[src/rtl/pwm_sequencer_pkg.sv]
// pwm_sequencer_pkg
// Shared types and phase constants for the PWM sequencer slice.
//   seq_state_t  : sequencer mode, encoded to match the 2-bit state port
//   ISSUE_OFFSET : counter value during which pwm_source_valid is high
//   SLEW_OFFSET  : counter value at which the duty slew step is taken
package pwm_sequencer_pkg;

   typedef enum logic [1:0] {
      IDLE  = 2'd0,
      RUN   = 2'd1,
      BRAKE = 2'd2,
      FAULT = 2'd3
   } seq_state_t;

   localparam int ISSUE_OFFSET = 1;
   localparam int SLEW_OFFSET  = 2;

endpackage

[src/rtl/pwm_sequencer_period.sv]
// period_timer
// Free-running PWM period down-counter with phase strobes.
// Ports:
//   clk        : system clock, rising edge
//   reset      : synchronous active-high reset, loads PWM_PERIOD_CYCLES-1
//   trigger    : high for the one cycle the counter is zero
//   slew_tick  : high for the cycle the counter sits at SLEW_OFFSET
//   issue_load : high on the cycle before the issue cycle, so a registered
//                valid lands exactly on counter == ISSUE_OFFSET
module period_timer
   import pwm_sequencer_pkg::*;
#(
   parameter int PWM_PERIOD_CYCLES = 1500
) (
   input  logic clk,
   input  logic reset,
   output logic trigger,
   output logic slew_tick,
   output logic issue_load
);

   localparam int CNT_W = $clog2(PWM_PERIOD_CYCLES);
   localparam logic [CNT_W-1:0] RELOAD = CNT_W'(PWM_PERIOD_CYCLES - 1);

   logic [CNT_W-1:0] count;

   // The counter only re-phases on reset; mode changes elsewhere never touch it,
   // so triggers keep arriving even while the sequencer is idle or faulted.
   always_ff @(posedge clk) begin
      if (reset) begin
         count <= RELOAD;
      end else if (count == '0) begin
         count <= RELOAD;
      end else begin
         count <= count - CNT_W'(1);
      end
   end

   assign trigger    = (count == '0);
   assign slew_tick  = (count == CNT_W'(SLEW_OFFSET));
   assign issue_load = (count == CNT_W'(ISSUE_OFFSET + 1));

endmodule

[src/rtl/pwm_sequencer.sv]
// pwm_sequencer
// Drives one pwm_driver channel: periodic trigger, slew-limited duty issue just
// before each trigger, a command watchdog (RUN -> BRAKE -> IDLE) and a latched
// external fault that only software can clear.
// Ports:
//   clk, reset        : clock and synchronous active-high reset
//   cmd_data/cmd_valid: signed target duty, latched on the strobe
//   ext_fault         : level fault input from the driver
//   fault_clear       : strobe, leaves FAULT when ext_fault is low
//   trigger           : one-cycle strobe per PWM period
//   brake, fault      : mode indications to the driver / CPU
//   pwm_source_data/valid : issued duty, valid one cycle before trigger
//   state             : IDLE=0, RUN=1, BRAKE=2, FAULT=3
module pwm_sequencer
   import pwm_sequencer_pkg::*;
#(
   parameter int PWM_PERIOD_CYCLES = 1500,
   parameter int DATA_WIDTH        = 16,
   parameter int SLEW_STEP         = 64,
   parameter int TIMEOUT_PERIODS   = 100,
   parameter int BRAKE_PERIODS     = 50
) (
   input  logic                         clk,
   input  logic                         reset,
   input  logic signed [DATA_WIDTH-1:0] cmd_data,
   input  logic                         cmd_valid,
   input  logic                         ext_fault,
   input  logic                         fault_clear,
   output logic                         trigger,
   output logic                         brake,
   output logic                         fault,
   output logic signed [DATA_WIDTH-1:0] pwm_source_data,
   output logic                         pwm_source_valid,
   output logic [1:0]                   state
);

   localparam int WD_W = $clog2(TIMEOUT_PERIODS + 1);
   localparam int BK_W = $clog2(BRAKE_PERIODS + 1);

   localparam logic signed [DATA_WIDTH-1:0] DUTY_MAX = {1'b0, {(DATA_WIDTH-1){1'b1}}};
   localparam logic signed [DATA_WIDTH-1:0] DUTY_MIN = {1'b1, {(DATA_WIDTH-1){1'b0}}};
   localparam logic signed [DATA_WIDTH-1:0] STEP_POS_N = DATA_WIDTH'(SLEW_STEP);
   localparam logic signed [DATA_WIDTH-1:0] STEP_NEG_N = -STEP_POS_N;
   localparam logic signed [DATA_WIDTH:0]   STEP_POS_W = (DATA_WIDTH+1)'(SLEW_STEP);
   localparam logic signed [DATA_WIDTH:0]   STEP_NEG_W = -STEP_POS_W;

   seq_state_t cur_state, nxt_state;

   logic signed [DATA_WIDTH-1:0] target, current, cmd_clamped, step, slewed;
   logic signed [DATA_WIDTH:0]   diff;
   logic [WD_W-1:0]              wd_count;
   logic [BK_W-1:0]              brake_count;
   logic                         slew_tick, issue_load, wd_expire, brake_done;

   period_timer #(
      .PWM_PERIOD_CYCLES (PWM_PERIOD_CYCLES)
   ) u_timer (
      .clk        (clk),
      .reset      (reset),
      .trigger    (trigger),
      .slew_tick  (slew_tick),
      .issue_load (issue_load)
   );

   // The most negative code has no positive twin, so it is pulled in by one to
   // keep the command range symmetric.
   assign cmd_clamped = (cmd_data == DUTY_MIN) ? -DUTY_MAX : cmd_data;

   // One extra bit keeps target-current from wrapping at full-scale swings.
   assign diff = {target[DATA_WIDTH-1], target} - {current[DATA_WIDTH-1], current};

   // Limit the per-period change; the result always lies between current and
   // target, so the add below cannot overflow.
   always_comb begin
      if (diff > STEP_POS_W) begin
         step = STEP_POS_N;
      end else if (diff < STEP_NEG_W) begin
         step = STEP_NEG_N;
      end else begin
         step = diff[DATA_WIDTH-1:0];
      end
   end

   assign slewed     = current + step;
   assign wd_expire  = trigger && (wd_count == WD_W'(TIMEOUT_PERIODS - 1));
   assign brake_done = trigger && (brake_count == BK_W'(BRAKE_PERIODS - 1));

   // State register for the sequencer mode.
   always_ff @(posedge clk) begin
      if (reset) begin
         cur_state <= IDLE;
      end else begin
         cur_state <= nxt_state;
      end
   end

   // Mode transitions: a fault beats everything, a command beats the watchdog,
   // and FAULT ignores commands until it is cleared.
   always_comb begin
      nxt_state = cur_state;
      if (ext_fault) begin
         nxt_state = FAULT;
      end else begin
         case (cur_state)
            IDLE:    if (cmd_valid) nxt_state = RUN;
            RUN:     if (!cmd_valid && wd_expire) nxt_state = BRAKE;
            BRAKE: begin
               if (cmd_valid) begin
                  nxt_state = RUN;
               end else if (brake_done) begin
                  nxt_state = IDLE;
               end
            end
            FAULT:   if (fault_clear) nxt_state = IDLE;
            default: nxt_state = IDLE;
         endcase
      end
   end

   // Mode indications follow the registered state directly.
   always_comb begin
      brake = (cur_state == BRAKE);
      fault = (cur_state == FAULT);
      state = cur_state;
   end

   // Duty datapath, watchdog and brake counters. Slew and issue only happen in
   // RUN/BRAKE, so IDLE and FAULT leave the driver coasting. Because these are
   // non-blocking updates, a command landing on the slew cycle is seen from the
   // next period onward.
   always_ff @(posedge clk) begin
      if (reset) begin
         target           <= '0;
         current          <= '0;
         wd_count         <= '0;
         brake_count      <= '0;
         pwm_source_valid <= 1'b0;
         pwm_source_data  <= '0;
      end else begin
         pwm_source_valid <= 1'b0;
         if (ext_fault) begin
            target      <= '0;
            current     <= '0;
            wd_count    <= '0;
            brake_count <= '0;
         end else begin
            case (cur_state)
               IDLE: begin
                  if (cmd_valid) begin
                     target   <= cmd_clamped;
                     current  <= '0;
                     wd_count <= '0;
                  end
               end
               RUN: begin
                  if (slew_tick) begin
                     current          <= slewed;
                     pwm_source_valid <= 1'b1;
                     pwm_source_data  <= slewed;
                  end
                  if (cmd_valid) begin
                     target   <= cmd_clamped;
                     wd_count <= '0;
                  end else if (wd_expire) begin
                     target      <= '0;
                     current     <= '0;
                     wd_count    <= '0;
                     brake_count <= '0;
                  end else if (trigger) begin
                     wd_count <= wd_count + WD_W'(1);
                  end
               end
               BRAKE: begin
                  if (issue_load) begin
                     pwm_source_valid <= 1'b1;
                     pwm_source_data  <= '0;
                  end
                  if (cmd_valid) begin
                     target      <= cmd_clamped;
                     wd_count    <= '0;
                     brake_count <= '0;
                  end else if (brake_done) begin
                     brake_count <= '0;
                  end else if (trigger) begin
                     brake_count <= brake_count + BK_W'(1);
                  end
               end
               default: begin
               end
            endcase
         end
      end
   end

endmodule

[config.mk]
export PLATFORM = sky130hd
export DESIGN_NAME = pwm_sequencer
export DESIGN_NICKNAME = d
export VERILOG_FILES = /design/src/rtl/pwm_sequencer_pkg.sv /design/src/rtl/pwm_sequencer_period.sv /design/src/rtl/pwm_sequencer.sv
export SDC_FILE = /design/constraint.sdc
export NUM_CORES = 1
export LEC_CHECK = 0
export ABC_AREA = 0
export CAP_MARGIN = 0
export CORE_ASPECT_RATIO = 1.5
export CORE_MARGIN = 3
export CORE_UTILIZATION = 55
export CTS_CLUSTER_DIAMETER = 60
export CTS_CLUSTER_SIZE = 30
export DETAILED_ROUTE_END_ITERATION = 10
export HOLD_SLACK_MARGIN = 0.02
export PLACE_DENSITY = 0.84
export SYNTH_ARGS = -nofsm -noshare
export SYNTH_HDL_FRONTEND = slang
export SYNTH_SLANG_ARGS = --single-unit
[constraint.sdc]
create_clock -name clk -period 5.9 [get_ports clk]
set_clock_uncertainty 0.15 [all_clocks]
set_input_delay 1.18 -clock clk [delete_from_list [all_inputs] [get_ports clk]]
set_output_delay 1.18 -clock clk [all_outputs]
set_load 0.01 [all_outputs]
== Word-level counts from Yosys, hierarchy flattened ==
Index checks and enable logic that the tools add are counted.
Storage, ports and cells
  flip-flop bits (word level): 75
  output and inout port bits: 22
  word-level logic and storage cells: 91
Cells by class
  add/subtract/negate cells: 5
  magnitude comparators: 2
  equality and inequality tests: 20
  mux-type cells: 34
  bitwise gates (word level): 2
  reduce and logical (&&, ||, !) cells: 20
Operators with widths (count)
  $mux W16: 12
  $pmux W16 S2: 3
  $mux W6: 5
  $mux W7: 4
  $gt A17 B8 Y1 const B: 1
  $lt A17 B7 Y1 const B: 1
  $sub A16 B16 Y17: 1
  $add A16 B16 Y16: 1
  $eq A16 B16 Y1 const B: 1
  $pmux W7 S2: 1
  $mux W2: 6
  $ne A3 B3 Y1 const B: 4
  $pmux W6 S2: 1
  $reduce_and A4 Y1: 3
  $eq A11 B2 Y1 const B: 1
  $logic_not A11 Y1: 1
  $sub A11 B1 Y11 const B: 1
  $ne A2 B2 Y1 const B: 4
  $ne A4 B3 Y1 const B: 2
  $pmux W2 S4: 1
  $reduce_or A2 Y1: 4
  $add A7 B1 Y7 const B: 1
  $eq A7 B7 Y1 const B: 1
  $add A6 B1 Y6 const B: 1
  other kinds (14): 22

== Depth between registers and ports, before layout ==
Gate-level depths: netlist (run 1).
  word-level depth: 9
  mapped depth: 23

== Hierarchy ==
From an unflattened synthesis (run 1), not the netlist that was laid out.
Unflattened totals
  cells, all modules: 610
  area, all modules: 4941.0 um^2
Modules (own cells, without submodules)
  pwm_sequencer: instances 1, cells each 550, area an instance 4394.2 um^2, seq. area each 1281.2 um^2
  period_timer: instances 1, cells each 60, area an instance 546.8 um^2, seq. area each 220.2 um^2

== Worst setup path after synthesis (run 1) ==
No wires, ideal clock.
  path type: register to register
  start: register current[1]
  end: register current[14]
  library setup time: 0.122 ns
  arrival time: 4.502 ns
  path slack: 1.126 ns
  cell stages (with the launch flop): 24
  buffers on the path: 2
  clock period less this slack: 4.774 ns
  cell sequence: dfxtp_1 > inv_1 > ha_1 > nor2b_1 > o31a_1 > o31ai_2 > buf_6 > o21ai_0 > a21oi_1 > xor2_1 > or4b_1 > buf_2 > a21oi_1 > ha_1 > inv_1 > fa_1 > nor2b_1 > o21ai_0 > a21boi_0 > o211a_1 > o21ai_0 > a31oi_1 > xnor2_1 > o21ai_0
Between the ends
  cells in the longest elaborated chain, start to end: 9
  elaborated cells between the ends (all ways): 10
  those cells by class: add/sub: 2; order compare: 2; mux: 6
Ends and longest elaborated chain
  start: declaration: line pwm_sequencer.sv:49  | logic signed [DATA_WIDTH-1:0] target, current, cmd_clamped, step, slewed;
  start signal: assignment: line pwm_sequencer.sv:157  | current <= slewed;
  $sub A16 B16 Y17: line pwm_sequencer.sv:70  | assign diff = {target[DATA_WIDTH-1], target} - {current[DATA_WIDTH-1], current};
  $lt A17 B7 Y1: line pwm_sequencer.sv:77  | end else if (diff < STEP_NEG_W) begin
  $mux W16: line pwm_sequencer.sv:77
  $mux W16: line pwm_sequencer.sv:75  | if (diff > STEP_POS_W) begin
  $add A16 B16 Y16 (*): line pwm_sequencer.sv:84  | assign slewed = current + step;
  $mux W16 (*): line pwm_sequencer.sv:156  | if (slew_tick) begin
  $mux W16: line pwm_sequencer.sv:164  | end else if (wd_expire) begin
  $mux W16 (*): line pwm_sequencer.sv:161  | if (cmd_valid) begin
  $pmux W16 S2 (*): line pwm_sequencer.sv:147  | case (cur_state)
Every way passes the cells marked *; elsewhere a longest branch is shown, timed or not.
A chain may end at the register's enable or synchronous reset.

== Worst setup path after layout (run 1) ==
  start: register current[1]
  end: register pwm_source_data[10]
Between the ends
  cells in the longest elaborated chain, start to end: 7
  elaborated cells between the ends (all ways): 8
  those cells by class: add/sub: 2; order compare: 2; mux: 4
Ends and longest elaborated chain
  $sub A16 B16 Y17: line pwm_sequencer.sv:70
  $lt A17 B7 Y1: line pwm_sequencer.sv:77
  $mux W16: line pwm_sequencer.sv:77
  $mux W16: line pwm_sequencer.sv:75
  $add A16 B16 Y16 (*): line pwm_sequencer.sv:84
  $mux W16 (*): line pwm_sequencer.sv:156
  $pmux W16 S2 (*): line pwm_sequencer.sv:147
  end signal: assignment: line pwm_sequencer.sv:159  | pwm_source_data <= slewed;
  end: declaration: line pwm_sequencer.sv:32  | output logic signed [DATA_WIDTH-1:0] pwm_source_data,
Every way passes the cells marked *; elsewhere a longest branch is shown, timed or not. The select of a mux whose other input is x is not followed.

==> reports/qor.yml, run 1 <==
power_and_ir_drop:
  irDropWorstVdd_mv: 0.207
  p_int_mw: 1.07
  power_frac_comb_pct: 22.2
  power_switching_mw: 0.422
  powerDensity_nw_per_um2: 258
  swShare_pct: 28.3
  seqPwrFrac_pct: 35.3
  p_leak_nw: 2.21
  clkPwrFrac_pct: 42.5
clock_tree:
  numClockSinks: 75
  insertion_delay_ns: 0.34
  clock-root-buffer: "clkbuf_16"
  clk_pin_slew_worst_paths_ns: 0.06
  cts_tree: "built"
  h-tree-depth: 3
  clk_path_buf_depth: 2
  cts_made_buffers: 9
  post_cts_buffers: 0
logic_synthesis:
  yosysMostFrequentCell: "dfxtp_1"
  synth_top_area_share_pct: 30.3
  synth.ff_latch_count: 75
  synth_ff_type: "dfxtp_1"
  yosysTopAreaCell: "dfxtp_1"
  synth_area_um2: 4960
  yosysSeqAreaShare_pct: 30.3
  syn-num-nets: 677
  ys_top_cells_by_count: "dfxtp_1 (75), nor2_1 (64), nand2_1 (51), a21oi_1 (47), ha_1 (40)"
  synth_edf_count: 0
  netlist_instances: 614
  synthArstFlopShare_pct: 0
  synth.area.top_cells: "dfxtp_1 (30%), ha_1 (10%), nor2_1 (4.8%)"
  yosys_warnings: 0
  syn_area_per_cell_um2: 8.07
  synth_cell_types: 69
global_routing:
  grt_overflow: 0
  grt_max_degree: 27
  antenna_found_initial: 0
  grt_use_total_pct: 24.7
  grt_first_pass_wirelength_um: 20300
  grt_pass1_vias: 4447
critical_path:
  reg2reg_slack_ns: 0.41
  critical_path_peak_fanout: 12
  endpoint_kind: "register"
  crit_arrival_ns: 5.56
  critical_path_class: "reg2reg"
  setup.worst_path.start_class: "register"
  crit_required_ns: 5.97
job:
  maxCapViolCount: 0
floorplan:
  std_cell_rows: 41
  core_um2: 8620
  die_area_um2: 10200
  pin_count: 43
  initial_core_util_pct: 57.5
  die_w_um: 83.5
  die_h_um: 122
timing:
  slew_headroom_pct: 31.4
  fin_tns_setup_ns: 0
  min_period_ns: 5.49
  setup_viol: 0
  grt_setup_unrepaired: "false"
  timing.fmax_mhz: 182
  tightest_slew_ns: 1.03
  fin_crit_sh_pct: 93.0
  finalMaxSlewViolations: 0
  timing.hold.ws_ns: 0.274
  finalHoldViolCount: 0
hold_path:
  min_path_type: "reg2reg"
placement:
  portBuffers: 42
  gp_congestion: 0.900
  dp.final_hpwl_um: 9640
  dp.cells: 741
final_layout:
  area_growth_pct: 16.3
  multiInputGateArea_um2: 3230
  drive_gt1_share_pct: 4.77
  nNetsFinal: 708
  final.fill_count: 715
  n_antenna_cell: 0
  layoutNonFillerInstCount: 757
  seqCellArea_um2: 1500
route:
  via_count: 4594
  drt_iter0_markers: 215
  wirelength_um: 12600
  dr.pass1.iters: 5
  wl_per_cell_um: 16.7
  drt-vias-per-instance: 6.07
  ant_nets: 0
  drc_errors: 0
outcome:
  outcome: "finished, final reports clean"
-- critical path, cell delays in order, from the launching register on --
cell and delay, ns:
dfxtp_1 0.39, inv_1 0.10, ha_1 0.28, nor2b_1 0.14, o31a_1 0.31, o31ai_4 0.49, or2b_1 0.27, a31oi_1 0.13
o2111ai_1 0.14, or4b_1 0.61, a21oi_1 0.21, ha_1 0.19, inv_1 0.05, fa_1 0.40, nor2b_1 0.12, o21ai_0 0.10
a21boi_0 0.35, o21ai_0 0.18, a21oi_1 0.29, a31oi_1 0.14, xor2_1 0.20, o21ai_0 0.11
-- power groups by stage --
| stage | Clock [mW] | Combinational (mW) | Sequential (mW) |
|---|---|---|---|
| final | 0.633 | 0.331 | 0.526 |
| after global routing | 0.659 | 0.362 | 0.527 |
| after CTS | 0.637 | 0.326 | 0.526 |
| after detailed placement | 0 | 0.322 | 0.537 |
| after global placement | 0 | 0.316 | 0.536 |
| after floorplan | 0 | 0.248 | 0.534 |
-- per-stage QoR --
stage / util [%] / setup WS, ns / total power [mW] / instance area (µm²)
floorplan: - / 1.13 / 0.783 / 4960
global placement: 62.8 / 0.453 / 0.853 / 5420
detailed placement: 62.8 / 0.250 / 0.859 / 5420
CTS: 66.8 / 0.234 / 1.49 / 5760
global route: 66.9 / 0.0399 / 1.55 / 5770
finish: 66.9 / 0.410 / 1.49 / 5770
-- worst paths after layout --
kind / end / from / cells after the start
min: u_timer.count[0] / u_timer.count[0] / 1
max: pwm_source_data[10] / current[1] / 21
max reg2reg: pwm_source_data[10] / current[1] / 21
min reg2reg: u_timer.count[0] / u_timer.count[0] / 1
-- routing by layer --
metal	track usage, %	wire length (µm)	up-vias
li1	-	-	2275
met1	27.4	5120	2162
met2	44.4	6530	121
met3	4.10	453	36
met4	14.6	537	0
met5	0	0	-
-- state kept, by name (all words and copies together) (netlist names) --
name / flops
state: 2
wd_count: 7
u_timer.count: 11
current: 16
target: 16
pwm_source_valid: 1
brake_count: 6
pwm_source_data: 16
-- cell type report --
type                            instances  share of cell area [%]
Clock buffer                           10                    3.97
Clock inverter                          6                    1.95
Inverter                               36                    2.34
Multi-Input combinational cell        480                    56.0
Sequential cell                        75                    26.0
Tap cell                              107                    2.32
Timing Repair Buffer                   43                    7.42
-- kinds of logic (layout without fill, tap and decap cells) --
| family | Yosys count | after routing | synth area share, % |
|---|---|---|---|
| muxes | 9 | 9 | 1.84 |
| DFF | 75 | 75 | 30.3 |
| and+or+nand+nor | 235 | 235 | 24.1 |
| xor gates and xnor gates | 38 | 38 | 7.14 |
| AOI/OAI and AO/OA | 156 | 156 | 20.9 |
| buffers and inverters | 59 | 95 | 4.80 |
| adders and majority gates | 42 | 42 | 10.9 |
-- layout by cell type, fill, tap and decap left out, drive strengths merged, types with 5 or more instances in the layout --
cell	Yosys	routed
a21oi	47	47
ha	40	40
a22o	8	8
xor2	21	21
nand3	24	24
clkdlybuf4s50	0	42
nor2	65	65
mux2i	8	8
nor4	10	10
a211oi	5	5
clkbuf	16	10
xnor2	16	16
o21a	9	9
nand3b	5	5
nor2b	11	11
o21ai	25	25
nand4	14	14
and2	5	5
o211ai	7	7
a21o	12	12
inv	35	36
or3	10	10
nand2	51	51
a22oi	11	11
nor3	14	14
dfxtp	75	75
-- timing repair --
action | in CTS | in global routing
gates resized for setup | 0 | 1
hold buffers | 0 | 0
setup endpoints to repair | 0 | 11
(Power assumes the default switching activity.)
==> run 2, diff against run 1 <==
--- a/config.mk
+++ b/config.mk
@@ -15,6 +15,7 @@
 export DETAILED_ROUTE_END_ITERATION = 10
 export HOLD_SLACK_MARGIN = 0.02
 export PLACE_DENSITY = 0.84
+export SETUP_SLACK_MARGIN = 0.1
 export SYNTH_ARGS = -nofsm -noshare
 export SYNTH_HDL_FRONTEND = slang
 export SYNTH_SLANG_ARGS = --single-unit
==> run 2 against run 1 <==
Against the previous run: clock power barely moved; routed wire length rose by 0.12%; first-iteration DRC count rose by 18%; count of clock-buffer cells in the layout did not move; hold slack barely moved; critical path depth rose by 1; combinational power barely moved; global-route usage did not move; sequential share of layout area did not move; setup slack improved by 0.10 ns; critical path type unchanged; largest cell class unchanged; largest power group unchanged.
==> reports/qor.yml, run 2 (same netlist as run 1, synthesis figures left out) <==
route:
  wirelength_um: 12600
  drt_iter0_markers: 253
  drt-vias-per-instance: 6.10
  wl_per_cell_um: 16.7
  via_count: 4621
  drc_errors: 0
  highest-signal-layer: "met4"
  dr_wl_met3_um: 540
  met2_length_um: 6510
  met1_length_um: 5060
  dr.pass1.iters: 4
  ant_nets: 0
final_layout:
  nNetsFinal: 708
  final_common_cell: "dfxtp_1"
  area_growth_pct: 16.3
  most-common-layout-cells: "dfxtp_1 (75), nor2_1 (64), nand2_1 (51)"
  n_antenna_cell: 0
  drive_gt1_share_pct: 4.77
  final_util_pct: 66.9
  top_regs: "current x16, pwm_source_data x16, target x16"
critical_path:
  critical_path_class: "reg2reg"
  crit_arrival_ns: 5.45
  crit_required_ns: 5.97
  setup.worst_path.start_class: "register"
  critical_path_peak_fanout: 7
  endpoint_kind: "register"
timing:
  grt_setup_unrepaired: "false"
  slew_headroom_pct: 31.0
  setup_viol: 0
  fin_tns_setup_ns: 0
  finalMaxSlewViolations: 0
  min_period_ns: 5.38
  finalHoldViolCount: 0
  tightest_slew_ns: 1.04
  fin_crit_sh_pct: 91.3
  timing.fmax_mhz: 186
global_routing:
  grt_overflow: 0
  antenna_found_initial: 0
  grt_first_pass_wirelength_um: 20300
  grt_pass1_vias: 4447
  grt_use_total_pct: 24.7
  grt_max_degree: 27
floorplan:
  pin_count: 43
  initial_core_util_pct: 57.5
  die_area_um2: 10200
  core_um2: 8620
  die_h_um: 122
  std_cell_rows: 41
  die_w_um: 83.5
power_and_ir_drop:
  power_mw: 1.49
  powerDensity_nw_per_um2: 258
  p_leak_nw: 2.21
  irDropWorstVdd_mv: 0.207
clock_tree:
  h-tree-depth: 3
  clk_path_buf_depth: 2
  clk_pin_slew_worst_paths_ns: 0.06
  insertion_delay_ns: 0.34
  cts_made_buffers: 9
  clock-root-buffer: "clkbuf_16"
  cts_hold_repair.buffers: 0
  post_cts_buffers: 0
  cts_tree: "built"
  numClockSinks: 75
placement:
  gp_congestion: 0.900
  dp.final_hpwl_um: 9640
  portBuffers: 42
outcome:
  outcome: "finished, final reports clean"
hold_path:
  min_path_type: "reg2reg"
job:
  maxCapViolCount: 0
[run 2: cell counts in the layout (fill, tap and decap cells not counted)]
Identical to the previous run, type by type.
[run 2: path summary, 6_finish.rpt]
path / from / cells after the start / slack [ns] / end
setup / recovery: target[0] / 22 / 0.52 / pwm_source_data[10]
hold / removal: u_timer.count[0] / 1 / 0.27 / u_timer.count[0]
setup reg to reg: target[0] / 22 / 0.52 / pwm_source_data[10]
hold reg to reg: u_timer.count[0] / 1 / 0.27 / u_timer.count[0]
[run 2: layout make-up]
type,instances,area (µm²)
flip-flops and latches,75,1500
fillers,715,2850
well taps,107,134
clock inverters,6,113
inverters,36,135
clock buffers,10,229
multi-input cells,480,3230
repair buffers,43,428
[run 2: layer usage]
layer  vias up  GRT usage [%]
li1       2270              -
met1      2174           27.4
met2       140           44.4
met3        37           4.10
met4         0           14.6
met5         -              0
[run 2: per-stage QoR]
| stage | hold WS [ns] | instance area [µm²] | cells | setup WS [ns] |
|---|---|---|---|---|
| after detailed placement | 0.266 | 5420 | 741 | 0.250 |
| final | 0.274 | 5770 | 757 | 0.515 |
| after global placement | 0.248 | 5420 | 741 | 0.453 |
| after global routing | 0.291 | 5770 | 757 | 0.148 |
| after floorplan | 0.234 | 4960 | 614 | 1.13 |
| after CTS | 0.280 | 5760 | 757 | 0.234 |
[run 2: critical path: stages (launching register included)]
cell and delay [ns]:
dfxtp_1 0.33, inv_1 0.07, ha_1 0.23, fa_1 0.41, nor2b_1 0.17, o31a_1 0.23, o211ai_1 0.20, a211o_1 0.33
nand4_1 0.13, o2111ai_1 0.13, or4b_1 0.62, a21oi_1 0.22, ha_1 0.19, inv_1 0.05, fa_1 0.40, nor2b_1 0.12
o21ai_0 0.10, a21boi_1 0.26, o21ai_0 0.16, a21oi_1 0.29, a31oi_1 0.14, xor2_1 0.21, o21ai_0 0.12
[run 2: report_power, final]
part / internal (mW) / leakage [nW] / switching [mW]
Clock: 0.415 / 0.167 / 0.218
Combinational: 0.137 / 1.43 / 0.194
Sequential: 0.516 / 0.607 / 0.0101
Total: 1.07 / 2.21 / 0.422
[run 2: repair_timing]
item / 4_1_cts / 5_1_grt
hold endpoints to repair: 0 / 0
endpoints found under the setup margin: 0 / 13
resized for setup: 0 / 2
==> run 3, diff against run 2 <==
--- a/config.mk
+++ b/config.mk
@@ -13,6 +13,7 @@
 export CTS_CLUSTER_DIAMETER = 60
 export CTS_CLUSTER_SIZE = 30
 export DETAILED_ROUTE_END_ITERATION = 10
+export GPL_TIMING_DRIVEN = 0
 export HOLD_SLACK_MARGIN = 0.02
 export PLACE_DENSITY = 0.84
 export SETUP_SLACK_MARGIN = 0.1
==> run 3 against run 2 <==
Against the previous run: critical path depth rose by 1; design area rose by 1.2%; clock power fell by 12%; count of clock-buffer cells in the layout did not move; critical endpoint unchanged; hold slack got worse by 0.0067 ns; largest power group unchanged.
==> reports/qor.yml, run 3 (same netlist as run 1, synthesis figures left out) <==
global_routing:
  grt_first_pass_wirelength_um: 20500
  grt_max_degree: 15
  grt_overflow: 0
  grt_use_total_pct: 24.9
  antenna_found_initial: 0
  grt_pass1_vias: 4622
timing:
  grt_setup_unrepaired: "false"
  slew_headroom_pct: 30.5
  fin_tns_setup_ns: 0
  min_period_ns: 5.51
  timing.fmax_mhz: 182
  fin_crit_sh_pct: 93.3
  setup_viol: 0
  finalHoldViolCount: 0
  finalMaxSlewViolations: 0
  tightest_slew_ns: 1.04
route:
  ant_nets: 0
  drt-vias-per-instance: 5.98
  dr.pass1.iters: 5
  via_count: 4678
  drc_errors: 0
  wirelength_um: 12600
  drt_iter0_markers: 232
  wl_per_cell_um: 16.1
power_and_ir_drop:
  irDropWorstVdd_mv: 0.221
  p_leak_nw: 2.23
  powerDensity_nw_per_um2: 244
final_layout:
  area_growth_pct: 17.8
  most-common-layout-cells: "dfxtp_1 (75), nor2_1 (64), nand2_1 (51)"
  nNetsFinal: 733
  final_area_um2: 5840
  final_common_cell: "dfxtp_1"
  top_regs: "current x16, pwm_source_data x16, target x16"
  final_util_pct: 67.7
  n_antenna_cell: 0
  drive_gt1_share_pct: 5.93
floorplan:
  die_h_um: 122
  pin_count: 43
  die_w_um: 83.5
  std_cell_rows: 41
  core_um2: 8620
  initial_core_util_pct: 57.5
  die_area_um2: 10200
hold_path:
  holdPathStages: 1
  min_path_type: "reg2reg"
clock_tree:
  numClockSinks: 75
  clk_pin_slew_worst_paths_ns: 0.06
  clk_path_buf_depth: 2
  cts_made_buffers: 9
  clock-root-buffer: "clkbuf_16"
  insertion_delay_ns: 0.34
  h-tree-depth: 3
  cts_tree: "built"
critical_path:
  endpoint_kind: "register"
  reg2regPathDepth: 23
  critical_path_peak_fanout: 7
  setup.worst_path.start_class: "register"
  crit_arrival_ns: 5.57
  crit_required_ns: 5.97
  critical_path_class: "reg2reg"
job:
  maxCapViolCount: 0
placement:
  placed_area_um2: 5510
  dp.final_hpwl_um: 9760
  portBuffers: 42
  gp_congestion: 0.917
outcome:
  outcome: "finished, final reports clean"
## run 3: cell types whose count changed in the layout (fill, tap and decap cells not counted), moves of 2 or more
cell / change
clkbuf_1: +16
clkinvlp_4: +2
bufinv_16: -2
buf_2: +4
buf_4: +3
## run 3: metrics by stage
stage,std cells,worst slack [ns],power [mW],hold slack (ns)
finish,782,0.394,1.42,0.268
global route,782,0.134,1.48,0.292
CTS,779,0.240,1.42,0.272
detailed placement,763,0.288,0.867,0.257
global placement,763,0.523,0.858,0.249
floorplan,614,1.13,0.783,0.234
## run 3: cell type report
type | instances | area [µm²]
multi-input cells | 480 | 3220
fillers | 699 | 2780
flip-flops and latches | 75 | 1500
repair buffers | 45 | 443
clock buffers | 10 | 229
inverters | 36 | 135
well taps | 107 | 134
plain buffers | 23 | 103
clock inverters | 6 | 71.3
## run 3: report_power, final
| group | leakage [nW] | switching (mW) | internal [mW] |
|---|---|---|---|
| logic | 1.48 | 0.198 | 0.145 |
| clock network | 0.140 | 0.222 | 0.331 |
| registers | 0.607 | 0.00992 | 0.516 |
## run 3: routing by layer
metal	track usage, %	vias up	part of all wire (%)
met5	0	-	0
met4	14.6	0	4.5
met3	3.96	40	3.5
met2	45.3	122	52
met1	27.1	2196	40
li1	-	2320	-
## run 3: what timing repair did
action | 4_1_cts | 5_1_grt
hold buffers | 0 | 0
resized for setup | 0 | 2
buffers inserted | 0 | 3
hold endpoints to repair | 0 | 0
setup endpoints to repair | 0 | 8
## run 3: path summary, 6_finish.rpt
check | from | endpoint | slack, ns
max | target[0] | pwm_source_data[10] | 0.39
min | u_timer.count[0] | u_timer.count[0] | 0.27
min reg2reg | u_timer.count[0] | u_timer.count[0] | 0.27
max reg2reg | target[0] | pwm_source_data[10] | 0.39
## run 3: critical path, stage by stage (launching register included)
cell	delay (ns)
dfxtp_1	0.33
inv_1	0.08
ha_1	0.23
fa_1	0.42
nor2b_1	0.18
o31a_1	0.25
o211ai_1	0.20
a211o_1	0.32
nand4_1	0.13
o2111ai_1	0.15
or4b_1	0.50
buf_2	0.18
a21oi_1	0.18
ha_1	0.19
inv_1	0.05
fa_1	0.41
nor2b_1	0.12
o21ai_0	0.14
a21boi_2	0.23
o21ai_0	0.16
a21oi_1	0.28
a31oi_1	0.15
xor2_1	0.22
o21ai_0	0.13
